<file path="src/rtl/image_window_streamer_pkg.sv">
// Shared types and helpers for the sliding-window streamer: serialiser states and width math.
package image_window_streamer_pkg;

  typedef enum logic [0:0] {
    ST_STREAM = 1'b0,
    ST_SERIAL = 1'b1
  } winState_e;

  // Minimum of one bit so that degenerate depths still yield a legal vector width.
  function automatic int clog2(input int value);
    int w;
    w = 1;
    while ((1 << w) < value) w++;
    return w;
  endfunction

endpackage

</file>
<file path="src/rtl/image_window_streamer_line_buffer_ram.sv">
// One image line of storage: simple dual-port RAM, synchronous read returning old data on collision.
module line_buffer_ram
  import image_window_streamer_pkg::*;
#(
  parameter int DEPTH = 64,
  parameter int WIDTH = 8
) (
  input  logic                      clock,
  input  logic                      wrEn,
  input  logic [clog2(DEPTH)-1:0]   wrAddr,
  input  logic [WIDTH-1:0]          wrData,
  input  logic                      rdEn,
  input  logic [clog2(DEPTH)-1:0]   rdAddr,
  output logic [WIDTH-1:0]          rdData
);

  logic [WIDTH-1:0] mem [DEPTH];

  always_ff @(posedge clock) begin
    if (wrEn) mem[wrAddr] <= wrData;
    if (rdEn) rdData <= mem[rdAddr];
  end

endmodule

</file>
<file path="src/rtl/image_window_streamer.sv">
// Raster pixel stream in, every complete WIN_ROWS x WIN_COLS window out in parallel and,
// optionally, serialised element-by-element while the input is stalled.
//
//   state     | meaning
//   ST_STREAM | accepting pixels, windows presented in parallel only
//   ST_SERIAL | input stalled, window regs frozen, elements emitted on the serial port
module image_window_streamer
  import image_window_streamer_pkg::*;
#(
  parameter int WIN_COLS = 3,
  parameter int WIN_ROWS = 3,
  parameter int IM_COLS  = 64,
  parameter int IM_ROWS  = 48,
  parameter int BITWIDTH = 8
) (
  input  logic                                   clock,
  input  logic                                   reset,
  input  logic                                   flush,
  input  logic                                   in_valid,
  output logic                                   in_ready,
  input  logic [BITWIDTH-1:0]                    in_data,
  input  logic                                   ser_en,
  output logic                                   win_valid,
  output logic [WIN_ROWS*WIN_COLS*BITWIDTH-1:0]  win_out,
  output logic [clog2(IM_COLS)-1:0]              win_x,
  output logic [clog2(IM_ROWS)-1:0]              win_y,
  output logic                                   ser_valid,
  input  logic                                   ser_ready,
  output logic [BITWIDTH-1:0]                    ser_data,
  output logic                                   ser_last
);

  localparam int XW = clog2(IM_COLS);
  localparam int YW = clog2(IM_ROWS);
  localparam int N  = WIN_ROWS * WIN_COLS;
  localparam int IW = clog2(N);
  localparam int NB = WIN_ROWS - 1;

  winState_e state, stateNext;
  logic [XW-1:0] xCnt, s1X;
  logic [YW-1:0] yCnt, s1Y;
  logic [BITWIDTH-1:0] s1Pix;
  logic s1Valid, s1Complete, accept;
  logic [IW-1:0] idx, idxNext;
  logic [BITWIDTH-1:0] lineQ  [NB];
  logic [BITWIDTH-1:0] newCol [WIN_ROWS];
  logic [BITWIDTH-1:0] winReg [WIN_ROWS][WIN_COLS];

  assign accept     = in_valid && in_ready && !flush;
  assign s1Complete = s1Valid && (s1Y >= YW'(WIN_ROWS - 1)) && (s1X >= XW'(WIN_COLS - 1));
  assign in_ready   = (state == ST_STREAM) && !(ser_en && s1Complete);

  always_ff @(posedge clock or negedge reset) begin
    if (!reset) begin
      xCnt <= '0;
      yCnt <= '0;
    end else if (flush) begin
      xCnt <= '0;
      yCnt <= '0;
    end else if (accept) begin
      if (xCnt == XW'(IM_COLS - 1)) begin
        xCnt <= '0;
        yCnt <= (yCnt == YW'(IM_ROWS - 1)) ? '0 : yCnt + YW'(1);
      end else begin
        xCnt <= xCnt + XW'(1);
      end
    end
  end

  always_ff @(posedge clock or negedge reset) begin
    if (!reset) begin
      s1Valid <= 1'b0;
      s1Pix   <= '0;
      s1X     <= '0;
      s1Y     <= '0;
    end else if (flush) begin
      s1Valid <= 1'b0;
    end else begin
      s1Valid <= accept;
      if (accept) begin
        s1Pix <= in_data;
        s1X   <= xCnt;
        s1Y   <= yCnt;
      end
    end
  end

  // Read on accept, write back in S1: the line chain ripples one line down per pixel.
  for (genvar k = 0; k < NB; k++) begin : gLine
    logic [BITWIDTH-1:0] wrData;
    if (k == 0) begin : gHead
      assign wrData = s1Pix;
    end else begin : gChain
      assign wrData = lineQ[k-1];
    end
    line_buffer_ram #(.DEPTH(IM_COLS), .WIDTH(BITWIDTH)) uRam (
      .clock  (clock),
      .wrEn   (s1Valid),
      .wrAddr (s1X),
      .wrData (wrData),
      .rdEn   (accept),
      .rdAddr (xCnt),
      .rdData (lineQ[k])
    );
  end

  always_comb begin
    for (int r = 0; r < WIN_ROWS - 1; r++) newCol[r] = lineQ[WIN_ROWS-2-r];
    newCol[WIN_ROWS-1] = s1Pix;
  end

  always_ff @(posedge clock or negedge reset) begin
    if (!reset) begin
      for (int r = 0; r < WIN_ROWS; r++)
        for (int c = 0; c < WIN_COLS; c++)
          winReg[r][c] <= '0;
      win_valid <= 1'b0;
      win_x     <= '0;
      win_y     <= '0;
    end else if (flush) begin
      win_valid <= 1'b0;
    end else begin
      win_valid <= s1Complete;
      if (s1Valid) begin
        for (int r = 0; r < WIN_ROWS; r++) begin
          for (int c = 0; c < WIN_COLS - 1; c++) winReg[r][c] <= winReg[r][c+1];
          winReg[r][WIN_COLS-1] <= newCol[r];
        end
      end
      if (s1Complete) begin
        win_x <= s1X;
        win_y <= s1Y;
      end
    end
  end

  always_comb begin
    win_out = '0;
    for (int r = 0; r < WIN_ROWS; r++)
      for (int c = 0; c < WIN_COLS; c++)
        win_out[(r*WIN_COLS+c)*BITWIDTH +: BITWIDTH] = winReg[r][c];
  end

  always_ff @(posedge clock or negedge reset) begin
    if (!reset) begin
      state <= ST_STREAM;
      idx   <= '0;
    end else begin
      state <= stateNext;
      idx   <= idxNext;
    end
  end

  always_comb begin
    stateNext = state;
    idxNext   = idx;
    ser_valid = 1'b0;
    ser_data  = '0;
    ser_last  = 1'b0;
    case (state)
      ST_STREAM: begin
        if (s1Complete && ser_en) begin
          stateNext = ST_SERIAL;
          idxNext   = '0;
        end
      end
      ST_SERIAL: begin
        ser_valid = 1'b1;
        ser_data  = win_out[int'(idx)*BITWIDTH +: BITWIDTH];
        ser_last  = (idx == IW'(N - 1));
        if (ser_ready) begin
          if (ser_last) begin
            stateNext = ST_STREAM;
            idxNext   = '0;
          end else begin
            idxNext = idx + IW'(1);
          end
        end
      end
      default: stateNext = ST_STREAM;
    endcase
    if (flush) begin
      stateNext = ST_STREAM;
      idxNext   = '0;
    end
  end

endmodule

</file>
<file path="config.mk">
export PLATFORM = sky130hd
export DESIGN_NAME = image_window_streamer
export DESIGN_NICKNAME = d
export VERILOG_FILES = /design/src/rtl/image_window_streamer_pkg.sv /design/src/rtl/image_window_streamer_line_buffer_ram.sv /design/src/rtl/image_window_streamer.sv
export SDC_FILE = /design/constraint.sdc
export NUM_CORES = 1
export LEC_CHECK = 0
export ABC_AREA = 0
export BUFFER_PORTS_ARGS = -buffer_cell sky130_fd_sc_hd__buf_2
export CORE_ASPECT_RATIO = 1.5
export CORE_UTILIZATION = 58
export DETAILED_ROUTE_END_ITERATION = 6
export MAX_ROUTING_LAYER = met4
export PLACE_DENSITY = 0.73
export REMOVE_ABC_BUFFERS = 1
export SLEW_MARGIN = 20
export SYNTH_ARGS = -nofsm -noshare
export SYNTH_HDL_FRONTEND = slang
export SYNTH_SLANG_ARGS = --single-unit
</file>
<file path="constraint.sdc">
create_clock -name clock -period 3 [get_ports clock]
set_input_delay 0.15 -clock clock [delete_from_list [all_inputs] [get_ports clock]]
set_output_delay 0.15 -clock clock [all_outputs]
set_load 0.01 [all_outputs]
</file>
# After elaboration in Yosys (flattened, before gate mapping)
# Memory sizes are Yosys's and may differ from the RTL's. A register that Yosys moved wholly into a read port is not among the register bits.
# Index checks and enable logic that the tools add are counted.
totals:
  output_inout_bits: 96
  word_cells: 74
  mem_bits_rw: 1024
  reg_bits: 123
  romBits: 0
  mem_count: 2
  latch_bits: 0
  in_bits: 14
op_classes:
  n_mul: 0
  div: 0
  n_bitwise: 2
  reduce_logical: 15
  addsub: 3
  shifts: 1
  n_mux: 24
  n_lt_le_gt_ge: 2
  n_eq_ne: 5
mem_list:
  columns: ["name", "words", "width", "rd", "rd_ports_with_merged_regs", "write_ports", "line", "rtl"]
  rows:
  - ["gLine[0].uRam.mem", 64, 8, 1, 1, 1, "image_window_streamer_line_buffer_ram.sv:17", "logic [WIDTH-1:0] mem [DEPTH];"]
  - ["gLine[1].uRam.mem", 64, 8, 1, 1, 1, "image_window_streamer_line_buffer_ram.sv:17", null]
op_table:
  columns: ["operator", "count"]
  rows:
  - ["72-bit by 8-bit variable part select with 8-bit output", 1]
  - ["6-bit two-way mux", 7]
  - ["4-bit two-way mux", 4]
  - ["6-bit by 1-bit adder with 6-bit output, second input constant", 2]
  - ["6-bit equality test, second input constant", 2]
  - ["6-bit by 2-bit >= comparator with 1-bit output, second input constant", 2]
  - ["1-bit two-way mux", 10]
  - ["2-bit AND reduction", 5]
  - ["8-bit two-way mux", 1]
  - ["4-bit case mux with 2 select lines", 1]
  - ["1-bit logical AND", 6]
  - ["4-bit by 1-bit adder with 4-bit output, second input constant", 1]
  - ["4-bit equality test, second input constant", 1]
  - ["2-bit nonzero test", 2]
  - ["3-bit by 2-bit inequality test with 1-bit output, second input constant", 1]
  - ["3-bit inequality test, second input constant", 1]
  - ["1-bit logical NOT", 2]
  - ["1-bit inverter", 2]
  - ["1-bit case mux with 2 select lines", 1]

# Depth between registers and ports, before layout
logic_depth:
  word_depth: 10
  depth_mapped: 10

# By module
# Synthesis repeated with hierarchy kept, for this count alone.
hier_totals:
  cells_unflattened: 2279
  area_unflattened_um2: 46093.0
modules_own_cells:
  columns: ["module", "area_per_inst_um2", "cells_per_inst", "n_inst"]
  rows:
  - ["line_buffer_ram", 20246.9, 940, 2]
  - ["image_window_streamer", 5599.1, 399, 1]

# Worst setup path after synthesis
# No wires, ideal clock.
synth_path:
  path_type: "register to register"
  start: "register s1X[4]"
  end: "memory gLine[0].uRam.mem[16][0], enable pin"
  setup_time_ns: 0.388
  n_path_buf: 2
  path_stages_with_launch: 5
  path_slack_ns: 0.712
  arrival_time_ns: 1.900
  synth_period_minus_slack_ns: 2.288
  path_cell_list: "dfrtp_1 clkbuf_1 or3b_2 clkbuf_1 nor2_1"
synth_rtl:
  columns: ["element", "line", "rtl"]
  rows:
  - ["from (decl)", "image_window_streamer.sv:40", "logic [XW-1:0] xCnt, s1X;"]
  - ["from (signal assigned)", "image_window_streamer.sv:82", "s1X <= xCnt;"]
  - ["to (decl)", "image_window_streamer_line_buffer_ram.sv:17", null]
# Straight into the memory's write port.

==> reports/metrics.yaml <==
status: "finished, violations left"
violations: "DRC"
yosysWarningCount: 0
seq_area_frac_synth: 0.754
worst_setup_path_end_kind: "register"
wl_per_cell_um: 32.5
synthDistinctLibCells: 65
slew_headroom: 0.386
antenna_found_initial: 5
path_cells: "buf_12, nand3_1, buf_4, o22ai_1, a211oi_2, o21ai_0, and3_1"
initialDrtViolationCount: 2838
synth_edf_count: 1040
p_total_mw: 35.2
drv_cap: 0
clk-insertion-delay-late_ps: 680
drt-pass1-iter-count: 7
yosys.area.top_type: "edfxtp_1"
via_count: 24300
synth.avg_cell_area_um2: 20.4
grt_usage: 0.316
coreArea_um2: 77600
fin_cells: 3651
power_leakage_nw: 17.1
crit_path_start_kind: "register"
worstMarginPinSlew_ps: 922
ant_nets: 0
hold_viol_final: 0
first_global_vias: 24900
numPlacedInstances: 3448
clock.fmax_mhz: 336
numCtsBuffers: 100
crit_type: "register to register"
cts_tree: "yes"
syn_area_um2: 45500
cts_buffer_depth: 3
num_rows: 125
grt_pass1_wl_um: 173000
die_h_um: 345
crit_family: "compound AO/OA/AOI/OAI gates"
cp.arrival_ps: 3500
holdWs_ps: 73.6
root_buffer: "clkbuf_16"
synth_seq_cells: 1163
power.density_nw_per_um2: 677
dieWidth_um: 231
path_clk_slew_ps: 70
yosys.area.top_type_share: 0.686
grt_setup_unrepaired: "no"
routabilityCongestion: 0.910
ys_async_sr_fraction: 0.106
cp_slowest_cell: "o22ai_1"
critical_path.max_fanout: 50
setup_viol: 0
synthFlopType: "edfxtp_1"
ioPinCount: 110
peakVddDrop_mv: 0.508
layout-drive-gt1-share: 0.311
dp_hpwl_um: 75000
finalCritPeriodShare: 0.991
holdCritPathClass: "input pin to register"
grt-ovfl-total: 0
critPathRequiredTime_ps: 3530
vias_per_cell: 6.66
post_cts_buffers: 0
clock-sinks: 1163
drc: 4
fin_area_um2: 52000
placed_area_um2: 48600
clock_skew_ps: 19.4
grt_max_degree: 73
fill_cells: 4906
initial_utilization: 0.587
area_delta_synth_final_pct: 14.3
fin_crit_ps: 2970
slew_violations: 0
synth_cells: 2231
io_buffers: 109
max_stage_delay_ps: 650
totalWireLength_um: 119000
die_area_um2: 79600
cts-htree-levels: 3
cp.buffers_inverters: 2
synth.area.top_cells: "edfxtp_1, mux4_2, dfrtp_1"
fin_nets: 2565
fin_util: 0.671
[area by class of cell]
class | count | area, um^2 | area share
Sequential cell | 1163 | 34300 | 0.660
Tap cell | 1016 | 1270 | 0.0244
Clock inverter | 66 | 694 | 0.0133
Timing Repair Buffer | 336 | 2640 | 0.0506
Multi-Input combinational cell | 934 | 10400 | 0.200
Clock buffer | 118 | 2620 | 0.0504
Inverter | 12 | 45.0 | 0.000866
Antenna cell | 6 | 15.0 | 0.000289
[flip-flops by register name, summed over array words and instances, names as in the netlist]
register,cells
win_y,6
gLine.wrData,8
s1X,6
gLine.uRam.mem,1024
win_out,72
yCnt,6
state,1
xCnt,6
s1Valid,1
gLine.uRam.rdData,16
win_x,6
win_valid,1
s1Y,6
idx,4
[worst paths after layout]
| kind | startpoint | to | slack (ps) | cells past startpoint |
|---|---|---|---|---|
| max | xCnt[3]$_DFFE_PN0P_ | gLine[0].uRam.rdData[4]$_DFFE_PP_ | 30 | 7 |
| min | in_valid | xCnt[4]$_DFFE_PN0P_ | 70 | 5 |
| max reg2reg | xCnt[3]$_DFFE_PN0P_ | gLine[0].uRam.rdData[4]$_DFFE_PP_ | 30 | 7 |
| min reg2reg | win_y[4]$_DFFE_PN0P_ | win_y[4]$_DFFE_PN0P_ | 490 | 1 |
| max in group asynchronous | reset | xCnt[1]$_DFFE_PN0P_ | 1980 | 3 |
| min in group asynchronous | reset | win_out[48]$_DFFE_PN0P_ | 100 | 2 |
[kinds of logic (layout without fill, tap and decap cells)]
group / Yosys count / count (layout) / share of synthesized area
AO/OA/AOI/OAI: 231 / 231 / 0.0377
XOR/XNOR: 4 / 4 / 0.000769
adder cells (fa/ha/maj): 4 / 4 / 0.00110
buffers and inverters: 134 / 532 / 0.0181
flip-flops: 1163 / 1163 / 0.754
multiplexers: 477 / 477 / 0.167
other: 0 / 6 / 0
AND/OR/NAND/NOR: 218 / 218 / 0.0223
[synth_stat cells, types with 23 or more instances]
master / number
mux2_2: 92
buf_4: 23
a211oi_1: 28
mux2i_1: 157
o22ai_1: 50
clkbuf_1: 48
a21oi_1: 31
nand2_1: 43
mux4_2: 214
nor2_1: 102
dfrtp_1: 123
buf_2: 28
edfxtp_1: 1040
[report_power, final]
part | switching (mW) | leakage, nW | internal (mW)
Combinational | 1.71 | 4.61 | 1.42
Clock | 5.71 | 1.62 | 7.39
Sequential | 0.653 | 10.9 | 18.4
Total | 8.06 | 17.1 | 27.2
[layer usage]
metal / routed length, um / part of all wire / track usage / vias up
met4: 8320 / 0.070 / 0.195 / 0
met1: 40300 / 0.34 / 0.378 / 12700
met3: 10100 / 0.085 / 0.0461 / 337
met5: 0 / 0 / - / -
met2: 60100 / 0.51 / 0.508 / 1420
li1: - / - / - / 9831
[metrics by stage]
step / worst slack (ps) / setup TNS [ps]
after floorplan: -7850 / -304920
after global placement: 203 / 0
after detailed placement: 190 / 0
after CTS: 159 / 0
after global routing: 32.6 / 0
final: 25.5 / 0
[layout by cell type, fill, tap and decap left out, types with 9 or more instances in the layout]
master / instances
a211oi_1: 27
a21oi_1: 31
a22o_1: 15
a22oi_1: 9
and3_1: 9
buf_12: 28
buf_2: 108
buf_4: 187
bufinv_16: 13
clkbuf_1: 15
clkbuf_16: 102
clkinv_1: 18
clkinv_2: 20
dfrtp_1: 111
dfrtp_2: 9
dlygate4sd3_1: 13
edfxtp_1: 1040
inv_1: 11
mux2_1: 14
mux2_2: 92
mux2i_1: 157
mux4_2: 214
nand2_1: 43
nand3_1: 17
nor2_1: 102
o211ai_1: 11
o21ai_0: 16
o221ai_1: 16
o22ai_1: 50
[worst reg2reg max path: stages, from the launching register on]
cell	delay, ps
dfrtp_2	430
buf_12	310
nand3_1	220
buf_4	280
o22ai_1	670
a211oi_2	150
o21ai_0	520
and3_1	260
[repair_timing]
item / 4_1_cts / 5_1_grt
endpoints found under the hold margin: 75 / 0
resized for setup: 0 / 1
setup endpoints to repair: 0 / 1
hold buffers: 13 / 0
No activity file was read; power rests on OpenSTA's default activity.
